`config.mk`:
```
export PLATFORM = sky130hd
export DESIGN_NAME = imem_loader_flat
export DESIGN_NICKNAME = d
export VERILOG_FILES = /design/src/rtl/imem_loader_if.sv /design/src/rtl/imem_loader.sv /design/src/flat_wrapper.sv
export SDC_FILE = /design/constraint.sdc
export NUM_CORES = 1
export LEC_CHECK = 0
export ABC_AREA = 0
export CAP_MARGIN = 20
export CORE_ASPECT_RATIO = 1.25
export CORE_MARGIN = 5
export CORE_UTILIZATION = 40
export DETAILED_ROUTE_END_ITERATION = 7
export GPL_TIMING_DRIVEN = 1
export MAX_ROUTING_LAYER = met4
export SETUP_SLACK_MARGIN = 0.2
export SLEW_MARGIN = 20
export SYNTH_ARGS = -nofsm -noshare
export SYNTH_HDL_FRONTEND = slang
export SYNTH_SLANG_ARGS = --single-unit
```
`constraint.sdc`:
```
create_clock -name clk -period 2.8 [get_ports clk]
set_input_delay 0.56 -clock clk [delete_from_list [all_inputs] [get_ports clk]]
set_output_delay 0.56 -clock clk [all_outputs]
set_load 0.05 [all_outputs]
```
`src/rtl/imem_loader_if.sv`:
```
// Byte-stream handshake and instruction-memory write port shared by the boot loader and its neighbours.
interface imem_loader_if #(
  parameter int ADDR_WIDTH = 8
);
  logic [7:0]            in_data;
  logic                  in_valid;
  logic                  in_ready;
  logic                  imem_we;
  logic [ADDR_WIDTH-1:0] imem_addr;
  logic [31:0]           imem_wdata;

  modport master (
    output in_data, in_valid,
    input  in_ready, imem_we, imem_addr, imem_wdata
  );

  modport slave (
    input  in_data, in_valid,
    output in_ready, imem_we, imem_addr, imem_wdata
  );
endinterface

```
`src/rtl/imem_loader.sv`:
```
// Boot-time instruction loader: parses LEN/words/XOR-checksum byte stream, writes big-endian words
// from address 0 and releases the core only after the checksum verifies.
module imem_loader #(
  parameter int ADDR_WIDTH = 8
) (
  input  logic                  clk,
  input  logic                  reset,
  input  logic                  start,
  imem_loader_if.slave          bus,
  output logic                  cpu_hold,
  output logic                  busy,
  output logic                  done,
  output logic                  error,
  output logic [ADDR_WIDTH:0]   word_count
);

  typedef enum logic [2:0] {
    S_IDLE, S_LEN_HI, S_LEN_LO, S_DATA, S_CHK, S_DONE, S_ERR
  } state_t;

  localparam logic [16:0] CAP = 17'd1 << ADDR_WIDTH;

  state_t              state, state_nxt;
  logic                xfer;
  logic [15:0]         len_p0;
  logic [23:0]         asm_p0;
  logic [7:0]          csum;
  logic [1:0]          idx;
  logic [ADDR_WIDTH:0] wc_inc;

  function automatic logic len_overflow(input logic [15:0] len);
    return {1'b0, len} > CAP;
  endfunction

  function automatic logic last_word(input logic [ADDR_WIDTH:0] wc, input logic [15:0] len);
    return {{(16-ADDR_WIDTH){1'b0}}, wc} == {1'b0, len};
  endfunction

  assign xfer   = bus.in_valid && bus.in_ready;
  assign wc_inc = word_count + 1'b1;

  always_ff @(posedge clk or negedge reset) begin
    if (!reset) state <= S_IDLE;
    else        state <= state_nxt;
  end

  always_comb begin
    state_nxt    = state;
    bus.in_ready = 1'b0;
    busy         = 1'b0;
    done         = 1'b0;
    error        = 1'b0;
    cpu_hold     = 1'b1;
    case (state)
      S_IDLE, S_DONE, S_ERR: begin
        if (start) state_nxt = S_LEN_HI;
      end
      S_LEN_HI: if (xfer) state_nxt = S_LEN_LO;
      S_LEN_LO: begin
        if (xfer) begin
          if (len_overflow({len_p0[15:8], bus.in_data}))  state_nxt = S_ERR;
          else if ({len_p0[15:8], bus.in_data} == 16'd0) state_nxt = S_CHK;
          else                                            state_nxt = S_DATA;
        end
      end
      S_DATA: if (xfer && idx == 2'd3 && last_word(wc_inc, len_p0)) state_nxt = S_CHK;
      S_CHK: begin
        if (xfer) state_nxt = (bus.in_data == csum) ? S_DONE : S_ERR;
      end
      default: state_nxt = S_IDLE;
    endcase
    // Handshake and status are pure decodes of the registered state.
    case (state)
      S_LEN_HI, S_LEN_LO, S_DATA, S_CHK: begin
        bus.in_ready = 1'b1;
        busy         = 1'b1;
      end
      S_DONE: begin
        done     = 1'b1;
        cpu_hold = 1'b0;
      end
      S_ERR:   error = 1'b1;
      default: ;
    endcase
  end

  // Stage p0: header and partial-word assembly; no reset needed, always rewritten before use.
  always_ff @(posedge clk) begin
    if (xfer && state == S_LEN_HI) len_p0[15:8] <= bus.in_data;
    if (xfer && state == S_LEN_LO) len_p0[7:0]  <= bus.in_data;
    if (xfer && state == S_DATA)   asm_p0       <= {asm_p0[15:0], bus.in_data};
  end

  // Stage p1: checksum accumulation, byte index and the registered memory write.
  always_ff @(posedge clk or negedge reset) begin
    if (!reset) begin
      csum           <= 8'd0;
      idx            <= 2'd0;
      word_count     <= '0;
      bus.imem_we    <= 1'b0;
      bus.imem_addr  <= '0;
      bus.imem_wdata <= 32'd0;
    end else begin
      bus.imem_we <= 1'b0;
      case (state)
        S_IDLE, S_DONE, S_ERR: begin
          if (start) begin
            csum       <= 8'd0;
            idx        <= 2'd0;
            word_count <= '0;
          end
        end
        S_DATA: begin
          if (xfer) begin
            csum <= csum ^ bus.in_data;
            idx  <= idx + 2'd1;
            if (idx == 2'd3) begin
              bus.imem_we    <= 1'b1;
              bus.imem_addr  <= word_count[ADDR_WIDTH-1:0];
              bus.imem_wdata <= {asm_p0, bus.in_data};
              word_count     <= wc_inc;
            end
          end
        end
        default: ;
      endcase
    end
  end

endmodule

```
`src/flat_wrapper.sv`:
```
// flat-port wrapper written by rule: the top's interface ports become plain ports
module imem_loader_flat 
#(
  parameter int ADDR_WIDTH = 8
)
  (clk, reset, start, cpu_hold, busy, done, error, word_count, bus_in_data, bus_in_valid, bus_in_ready, bus_imem_we, bus_imem_addr, bus_imem_wdata);
  imem_loader_if #(.ADDR_WIDTH(ADDR_WIDTH)) bus_i ();
  input  logic clk;
  input  logic reset;
  input  logic start;
  output logic cpu_hold;
  output logic busy;
  output logic done;
  output logic error;
  output logic [ADDR_WIDTH:0] word_count;
  input wire logic [$bits(bus_i.in_data)-1:0] bus_in_data;
  input wire logic [$bits(bus_i.in_valid)-1:0] bus_in_valid;
  output wire logic [$bits(bus_i.in_ready)-1:0] bus_in_ready;
  output wire logic [$bits(bus_i.imem_we)-1:0] bus_imem_we;
  output wire logic [$bits(bus_i.imem_addr)-1:0] bus_imem_addr;
  output wire logic [$bits(bus_i.imem_wdata)-1:0] bus_imem_wdata;
  assign bus_i.in_data = bus_in_data;
  assign bus_i.in_valid = bus_in_valid;
  assign bus_in_ready = bus_i.in_ready;
  assign bus_imem_we = bus_i.imem_we;
  assign bus_imem_addr = bus_i.imem_addr;
  assign bus_imem_wdata = bus_i.imem_wdata;
  imem_loader #(.ADDR_WIDTH(ADDR_WIDTH)) u_core (.clk(clk), .reset(reset), .start(start), .bus(bus_i), .cpu_hold(cpu_hold), .busy(busy), .done(done), .error(error), .word_count(word_count));
endmodule
```
==> run summary <==
most frequent cells in the layout = nand2_1 (142), dfrtp_1 (63), clkdlybuf4s50_1 (61)
CTS sink cnt = 103
Peak VDD IR = 0.379 mV
RSZ-0062 raised after global routing = no
grt ovf = 0
clock share of power = 0.264
leading cell type in the layout, fill and taps excluded = nand2_1
pwr dens = 857 mW/mm^2
initial antenna violation count = 0
Via density = 4.95
clk buf depth = 2
Residual DRC = 0
Fin Clk Skew = 0.00602 ns
H-tree Lvls = 3
worst slack at placement = 0.112 ns
share of layout cells above drive strength 1 = 0.0792
clk slew on worst S/H paths = 0.07 ns
Max Fclk = 400 MHz
Internal Pwr Total = 2.99 mW
post-synthesis cell count = 401
final worst slack = 0.303 ns
first-pass GRT wire length = 15500 um
Yosys reg bits = 103
Die Wd = 102 um
maximum net fanout on the critical path = 8
DP HPWL = 6430 um
Pleak = 2.38 nW
NetSw = 1.65 mW
drt pass-1 iters = 4
register share of total power = 0.440
Initial DRC Count = 130
vias in the first global route = 3030
ANT nets after route = 0
Post-Syn Area = 0.00428 sq mm
cell row count = 42
area growth from synthesis to layout = 26.8%
core area = 0.0105 sq mm
GPL Wtd Cong = 0.822
Fillers = 987
Comb pwr share = 0.296
ys flop type = dfrtp_1
Util after Layout = 0.516
post-synth cell types = 42
CTS root buf = clkbuf_16
HP Class = in2async
r2r worst-path depth = 7
Final Hold Viols = 0
drt total wl = 9420 um
Slew Limit Fails = 0
outcome = finished clean
Syn Nets = 415
Yosys warnings = 0
# hold bufs at CTS = 0
ANT cells = 0
worst path arrival time = 1.94 ns
Die H = 126 um
Num CTS Buffers = 9
worst skew pair latency = 0.34 ns
Initial Utilization = 0.407
sequential area share after synthesis = 0.650
Post-synth EDFFs = 40
pin count of the biggest net entering global routing = 50
slew of the pin with the lowest slew margin = 0.634 ns
Worst Path Required = 2.24 ns
Setup crit start kind = flop
asr flop ratio synth = 0.612
final net count = 489
minimum clock period = 2.50 ns
setup TNS = 0 ns
switching share of power = 0.356
CTS tree = yes
Final period util = 0.892
gr usage total = 0.160
drt wl/cell = 15.4 um
Avg Inst Size Synth = 10.7 sq um
Vias = 3027
placed insts = 596
Rel. slew slack = 0.576
max_cap viols = 0
Post-Layout Cell Count = 612
Worst Path Class, Setup = reg2out
Crit. End Element = output pin
Die Area = 0.0129 sq mm
Final Setup Violations = 0
number of port buffers = 66
IO Count = 67
==> cell families after synthesis <==
family                   count (synthesis)  share of synthesized area
AND/OR/NAND/NOR                        194                      0.190
flip-flops                             103                      0.650
AO/OA/AOI/OAI                           51                     0.0705
buffers and inverters                   25                     0.0299
XOR/XNOR                                23                     0.0471
multiplexers                             3                    0.00702
adder cells (fa/ha/maj)                  2                    0.00585
==> power by group through the flow <==
| stage | Combinational (mW) | Sequential [mW] | Clock (mW) |
|---|---|---|---|
| 2_1_floorplan | 0.745 | 2.29 | 0 |
| 3_3_place_gp | 1.36 | 2.07 | 0 |
| 3_5_place_dp | 1.39 | 2.08 | 0 |
| 4_1_cts | 1.39 | 2.05 | 1.25 |
| 5_1_grt | 1.48 | 2.08 | 1.31 |
| 6_report | 1.38 | 2.05 | 1.22 |
==> timing repair <==
| action | 4_1_cts | 5_1_grt |
|---|---|---|
| setup buffers | 0 | 0 |
| gates resized for setup | 1 | 1 |
| setup endpoints to repair | 1 | 1 |
| cloned | 0 | 0 |
==> final timing paths <==
kind	start	endpoint	slack (ns)
worst max register to register	u_core.word_count[0]	u_core.state[0]	0.45
worst max-delay path	u_core.state[1]	cpu_hold	0.30
worst min register to register	u_core.asm_p0[23]	u_core.bus.imem_wdata[31]	0.44
max in group asynchronous	reset	u_core.word_count[5]	1.97
worst min-delay path	reset	u_core.bus.imem_wdata[7]	0.20
min in group clk	u_core.asm_p0[23]	u_core.bus.imem_wdata[31]	0.44
==> state kept, by name, summed over array words and instances (netlist names) <==
signal	flops
u_core.asm_p0	24
u_core.bus.imem_addr	8
u_core.bus.imem_wdata	32
u_core.bus.imem_we	1
u_core.csum	8
u_core.idx	2
u_core.len_p0	16
u_core.state	3
u_core.word_count	9
==> per-layer routing <==
metal / part of all wire / track usage
met5: 0 / -
met4: 0.019 / 0.0680
met3: 0.042 / 0.0173
met2: 0.50 / 0.251
met1: 0.44 / 0.209
==> Yosys cell counts (2+ instances only) <==
master | count | share of area
a22o_1 | 2 | 0.0041
buf_2 | 6 | 0.0070
nand3_1 | 4 | 0.0047
nand2_1 | 143 | 0.13
xnor2_1 | 8 | 0.016
o21a_1 | 2 | 0.0035
o21ai_0 | 33 | 0.039
nor3_1 | 5 | 0.0059
o31ai_1 | 3 | 0.0053
ha_1 | 2 | 0.0059
inv_1 | 7 | 0.0061
buf_6 | 3 | 0.0079
nor2_1 | 20 | 0.018
nor4_1 | 7 | 0.010
edfxtp_1 | 40 | 0.28
a21oi_1 | 4 | 0.0047
xor2_1 | 15 | 0.031
nand3b_1 | 2 | 0.0035
and3_1 | 3 | 0.0044
clkbuf_1 | 6 | 0.0053
mux2i_1 | 3 | 0.0070
dfrtp_1 | 63 | 0.37
==> worst max-delay path, cell delays in order (launching register included) <==
cell and delay, ns:
dfrtp_1 0.48, inv_1 0.17, nand3_1 0.13, clkdlybuf4s50_1 0.81
==> area by class of cell <==
class | instances | area (sq um) | share of cell area
multi-input cells | 273 | 1370 | 0.253
repair buffers | 80 | 782 | 0.144
flip-flops and latches | 103 | 2780 | 0.512
clock inverters | 5 | 38.8 | 0.00716
clock buffers | 11 | 254 | 0.0469
well taps | 132 | 165 | 0.0305
inverters | 8 | 30.0 | 0.00554
==> stage by stage <==
step / hold slack, ns / cell area [sq um] / power [mW]
6_report: 0.202 / 5420 / 4.65
5_1_grt: 0.262 / 5420 / 4.87
4_1_cts: 0.227 / 5420 / 4.69
3_5_place_dp: 0.421 / 5130 / 3.46
3_3_place_gp: 0.422 / 5130 / 3.43
2_1_floorplan: 0.264 / 4280 / 3.03
(Power assumes the default switching activity.)
==> patch 1, RTL diff (same flow settings) <==
Reset style: synchronous (`reset`), changed in 2 clocked blocks.
--- a/src/rtl/imem_loader.sv
+++ b/src/rtl/imem_loader.sv
@@ -41,3 +41,3 @@
 
-  always_ff @(posedge clk or negedge reset) begin
+  always_ff @(posedge clk) begin
     if (!reset) state <= S_IDLE;
@@ -94,3 +94,3 @@
   // Stage p1: checksum accumulation, byte index and the registered memory write.
-  always_ff @(posedge clk or negedge reset) begin
+  always_ff @(posedge clk) begin
     if (!reset) begin
Formal check against the unedited RTL: differs if reset is asserted again (counterexample within 4 cycles, from zero or initial values and one cycle with reset low); with reset held inactive, the same outputs for 10 cycles.
==> patch 1 against the unedited design <==
- worst hold slack improved by 0.25 ns
- worst setup slack got worse by 0.013 ns
- sequential cell count did not move
- global-route usage rose by 0.42 points
- cell area rose by 1.9%
- count of clock-buffer cells in the layout fell by 1
- die area rose by 1.1%
- synthesized cell count rose by 7.0%
- area after synthesis rose by 1.2%
- routed wire length rose by 5.6%
- sequential share of layout area fell by 6.6 points
Power is not compared: it rests on default switching activity, and its combinational part moved more than twofold at a synthesized area within 25%.
==> patch 1: results (changes against the unedited design) <==
stage,metric,value,unit,change
run_status,status,"complete, no violations",,
cells_and_area,fill_cells,1032,,+4.6%
sta,tightest_slew,0.599,ns,-0.0347 ns
cells_and_area,seqCellArea,2460,um^2,-11%
synthesis,synthCells,429,,+7.0%
clock_network,postCtsSetupRepairBufs,0,,unchanged
synthesis,netlist_top_cells_area,"dfxtp_1 (29%), edfxtp_1 (28%), nand2_1 (8.2%)",,
critical_path,cp_slowest_stage_delay,0.53,ns,-0.28 ns
cells_and_area,clock_buffers,10,,-1
critical_path,slowest_stage,dlygate4sd2_1,,
synthesis,synth_compound_area_share,16.8,%,+9.7 points
global_route,use_met2,27.1,%,+2.0 points
routing,num_vias,3331,,+10%
synthesis,synth_commonest_cells,"nand2_1 (95), dfxtp_1 (63), edfxtp_1 (40), a21boi_0 (31), a21boi_1 (24)",,
cells_and_area,buffer_area_share,15.5,%,+1.1 points
cells_and_area,area_growth,27.6,%,
cells_and_area,multi_input_gates,295,,+8.1%
clock_network,numCtsBuffers,9,,unchanged
sta,fin_skew,0.00789,ns,+0.00187 ns
global_route,grtUsageTotal,16.4,%,+0.42 points
synthesis,seq_area_frac_synth,56.9,%,-8.1 points
cells_and_area,seq_cells,103,,unchanged
critical_path,cp_max_fo,12,,+4
routing,drtPass1Iterations,4,,unchanged
routing,drtIter0Drc,109,,-16%
cells_and_area,layout-drive-gt1-share,10.2,%,+2.3 points
global_route,met3_usage,3.08,%,+1.3 points
cells_and_area,inverters,4,,-4
worst_hold_path,hold_class,reg2reg,,
cells_and_area,multi_input_area_share,31.6,%,+6.3 points
synthesis,synth.area.mux_share,0.231,%,-0.47 points
place,dpl_cell_area,5260,um^2,+2.5%
routing,drt_wl_total,9.95,mm,+5.6%
synthesis,yosys_warnings,0,,unchanged
place,place_inst,626,,+5.0%
cells_and_area,final-clk-cell-share,4.94,%,-0.46 points
routing,m1WireLength,4.26,mm,+3.2%
synthesis,synth_cell_types,53,,+26%
global_route,grt_pass1_wl,16.3,mm,+4.9%
synthesis,ys.flop_type,dfxtp_1,,
place,dp_hpwl,7.04,mm,+9.6%
routing,route.met3.wl,381,um,-4.5%
clock_network,post_cts_resized,4,,+3
global_route,grt_max_degree,47,,-6.0%
synthesis,synthAdderAreaFrac,0.578,%,-0.0071 points
synthesis,async_flop_share,0,%,-61 points
place,dp_slack,0.260,ns,+0.148 ns
cells_and_area,buffers,92,,+15%
cells_and_area,nNetsFinal,519,,+6.1%
synthesis,synth_xor_area_share,3.64,%,-1.1 points
==> patch 1: cell count changes after synthesis, moves of 6 or more <==
cell,before,now
dfrtp_1,63,0
clkbuf_1,6,20
nand3b_1,2,9
nand2_1,143,95
o21ai_0,33,8
dfxtp_1,0,63
xor2_1,15,4
a21boi_1,0,24
a21boi_0,0,31
o21ai_1,0,10
xnor2_1,8,14
==> patch 1: path summary, 6_finish.rpt <==
check / slack (ns) / from / cells past startpoint / end
worst max-delay path: 0.29 / u_core.state[1] / 4 / done
worst min-delay path: 0.45 / u_core.asm_p0[0] / 0 / u_core.asm_p0[8]
worst max register to register: 0.44 / u_core.word_count[0] / 7 / u_core.state[1]
worst min register to register: 0.45 / u_core.asm_p0[0] / 0 / u_core.asm_p0[8]
==> patch 1: where the power goes <==
group | leakage, nW | total (mW) | internal (mW) | switching [mW]
clock | 0.135 | 1.17 | 0.610 | 0.555
combinational | 0.857 | 0.648 | 0.246 | 0.402
sequential | 0.871 | 1.70 | 1.63 | 0.0626
==> patch 2, RTL diff (config.mk and constraints unchanged) <==
Made on the original files. `ADDR_WIDTH` is set to 8 in 3 places; all go to 6.
--- a/src/rtl/imem_loader_if.sv
+++ b/src/rtl/imem_loader_if.sv
@@ -2,3 +2,3 @@
 interface imem_loader_if #(
-  parameter int ADDR_WIDTH = 8
+  parameter int ADDR_WIDTH = 6
 );
--- a/src/rtl/imem_loader.sv
+++ b/src/rtl/imem_loader.sv
@@ -3,3 +3,3 @@
 module imem_loader #(
-  parameter int ADDR_WIDTH = 8
+  parameter int ADDR_WIDTH = 6
 ) (
--- a/src/flat_wrapper.sv
+++ b/src/flat_wrapper.sv
@@ -3,3 +3,3 @@
 #(
-  parameter int ADDR_WIDTH = 8
+  parameter int ADDR_WIDTH = 6
 )
Ports: changed (resized bus_imem_addr and word_count); port bits go from 67 to 63. The function was not compared with the original's and may differ.
==> patch 2 against the unedited design <==
- synthesized cell count decreased by 6.2%
- critical endpoint is now bus_in_ready
- non-clock buffer count decreased by 1
- area after synthesis decreased by 4.8%
- routed wire length decreased by 8.9%
- worst setup slack improved by 0.089 ns
- total power decreased by 12%
- largest cell class unchanged
- cell area decreased by 4.6%
- sequential cell count decreased by 4
==> patch 2: results (changes against the unedited design) <==
stage,metric,value,unit,change
synthesis,syn_nets,390,,-6.0%
place,dp_hpwl,5.90,mm,-8.2%
critical_path,cp_max_fo,14,,+6
cells_and_area,layout-drive-gt1-share,9.05,%,+1.1 points
global_route,use_met2,24.0,%,-1.1 points
cells_and_area,fill_cells,965,,-2.2%
synthesis,synth_cell_types,43,,+2.4%
global_route,grt_max_degree,45,,-10%
global_route,grt_use_met1,19.3,%,-1.6 points
synthesis,synthAdderAreaFrac,0.615,%,+0.029 points
critical_path,rrSetupSlack,0.56,ns,+0.11 ns
global_route,first_global_vias,2885,,-4.8%
synthesis,async_flop_share,59.6,%,-1.6 points
critical_path,arrival,1.85,ns,-0.09 ns
routing,num_vias,2835,,-6.3%
sta,tightest_slew,0.712,ns,+0.0778 ns
routing,wire_per_inst,14.7,um,-4.2%
sta,fin_skew,0.00515,ns,-0.000873 ns
place,routabilityCongestion,0.822,,about the same
synthesis,synth_commonest_cells,"nand2_1 (131), dfrtp_1 (59), edfxtp_1 (40), o21ai_0 (30), nor2_1 (15)",,
synthesis,seq_area_frac_synth,65.8,%,+0.80 points
critical_path,cp_slowest_stage_delay,0.56,ns,-0.25 ns
routing,drtIter0Drc,101,,-22%
cells_and_area,nNetsFinal,462,,-5.5%
synthesis,netlist_top_cells_area,"dfrtp_1 (36%), edfxtp_1 (30%), nand2_1 (12%)",,
pwr,peakVddDrop,0.452,mV,+19%
synthesis,synth_compound_area_share,7.90,%,+0.85 points
global_route,grtUsageTotal,15.5,%,-0.49 points
run_status,status,"complete, no violations",,
pwr,leakage,2.27,nW,-4.3%
global_route,met3_usage,3.47,%,+1.7 points
patch 2: final timing paths:
| path | startpoint | end | cells after the start |
|---|---|---|---|
| max | u_core.state[1] | bus_in_ready | 3 |
| min | reset | u_core.state[0] | 1 |
| max reg2reg | u_core.word_count[1] | u_core.state[0] | 6 |
| min reg2reg | u_core.asm_p0[20] | u_core.bus.imem_wdata[28] | 2 |
| max in group asynchronous | reset | u_core.bus.imem_addr[5] | 2 |
| min in group clk | u_core.asm_p0[20] | u_core.bus.imem_wdata[28] | 2 |
patch 2: metrics by stage:
step	hold WS, ns	worst slack (ns)	utilization (%)	area [um^2]	cells
global route	0.200	0.321	51.4	5170	582
finish	0.164	0.392	51.4	5170	582
detailed placement	0.424	0.283	48.6	4890	566
global placement	0.417	0.293	48.6	4890	566
CTS	0.172	0.206	51.4	5160	582
floorplan	0.264	0.249	-	4070	376
patch 2: final cells by class:
cell class,count,area share (%)
Timing Repair Buffer,79,14.4
Tap cell,129,3.12
Clock inverter,7,0.992
Sequential cell,99,51.8
Inverter,5,0.363
Clock buffer,9,4.36
Multi-Input combinational cell,254,25.0
patch 2: routing by layer:
| layer | share of wire (%) | vias to the layer above | wire (um) |
|---|---|---|---|
| met3 | 4.9 | 16 | 422 |
| li1 | - | 1416 | - |
| met4 | 2.4 | 0 | 210 |
| met5 | 0 | - | 0 |
| met2 | 47 | 73 | 4070 |
| met1 | 45 | 1330 | 3870 |
patch 2: kinds of logic after synthesis:
| kind of cell | after synthesis |
|---|---|
| AO/OA/AOI/OAI | 52 |
| AND/OR/NAND/NOR | 182 |
| multiplexers | 2 |
| flip-flops | 99 |
| XOR/XNOR | 16 |
| adder cells (fa/ha/maj) | 2 |
| buffers and inverters | 23 |
patch 2: report_power, final:
part | switching [mW] | internal, mW | total [mW]
Clock | 0.537 | 0.606 | 1.14
Sequential | 0.159 | 1.72 | 1.88
Combinational | 0.696 | 0.368 | 1.06
Total | 1.39 | 2.70 | 4.09
patch 2: repair_timing:
item                                    in CTS  in global routing
endpoints found under the setup margin       3                  2
setup buffers                                0                  0
resized for setup                            3                  3
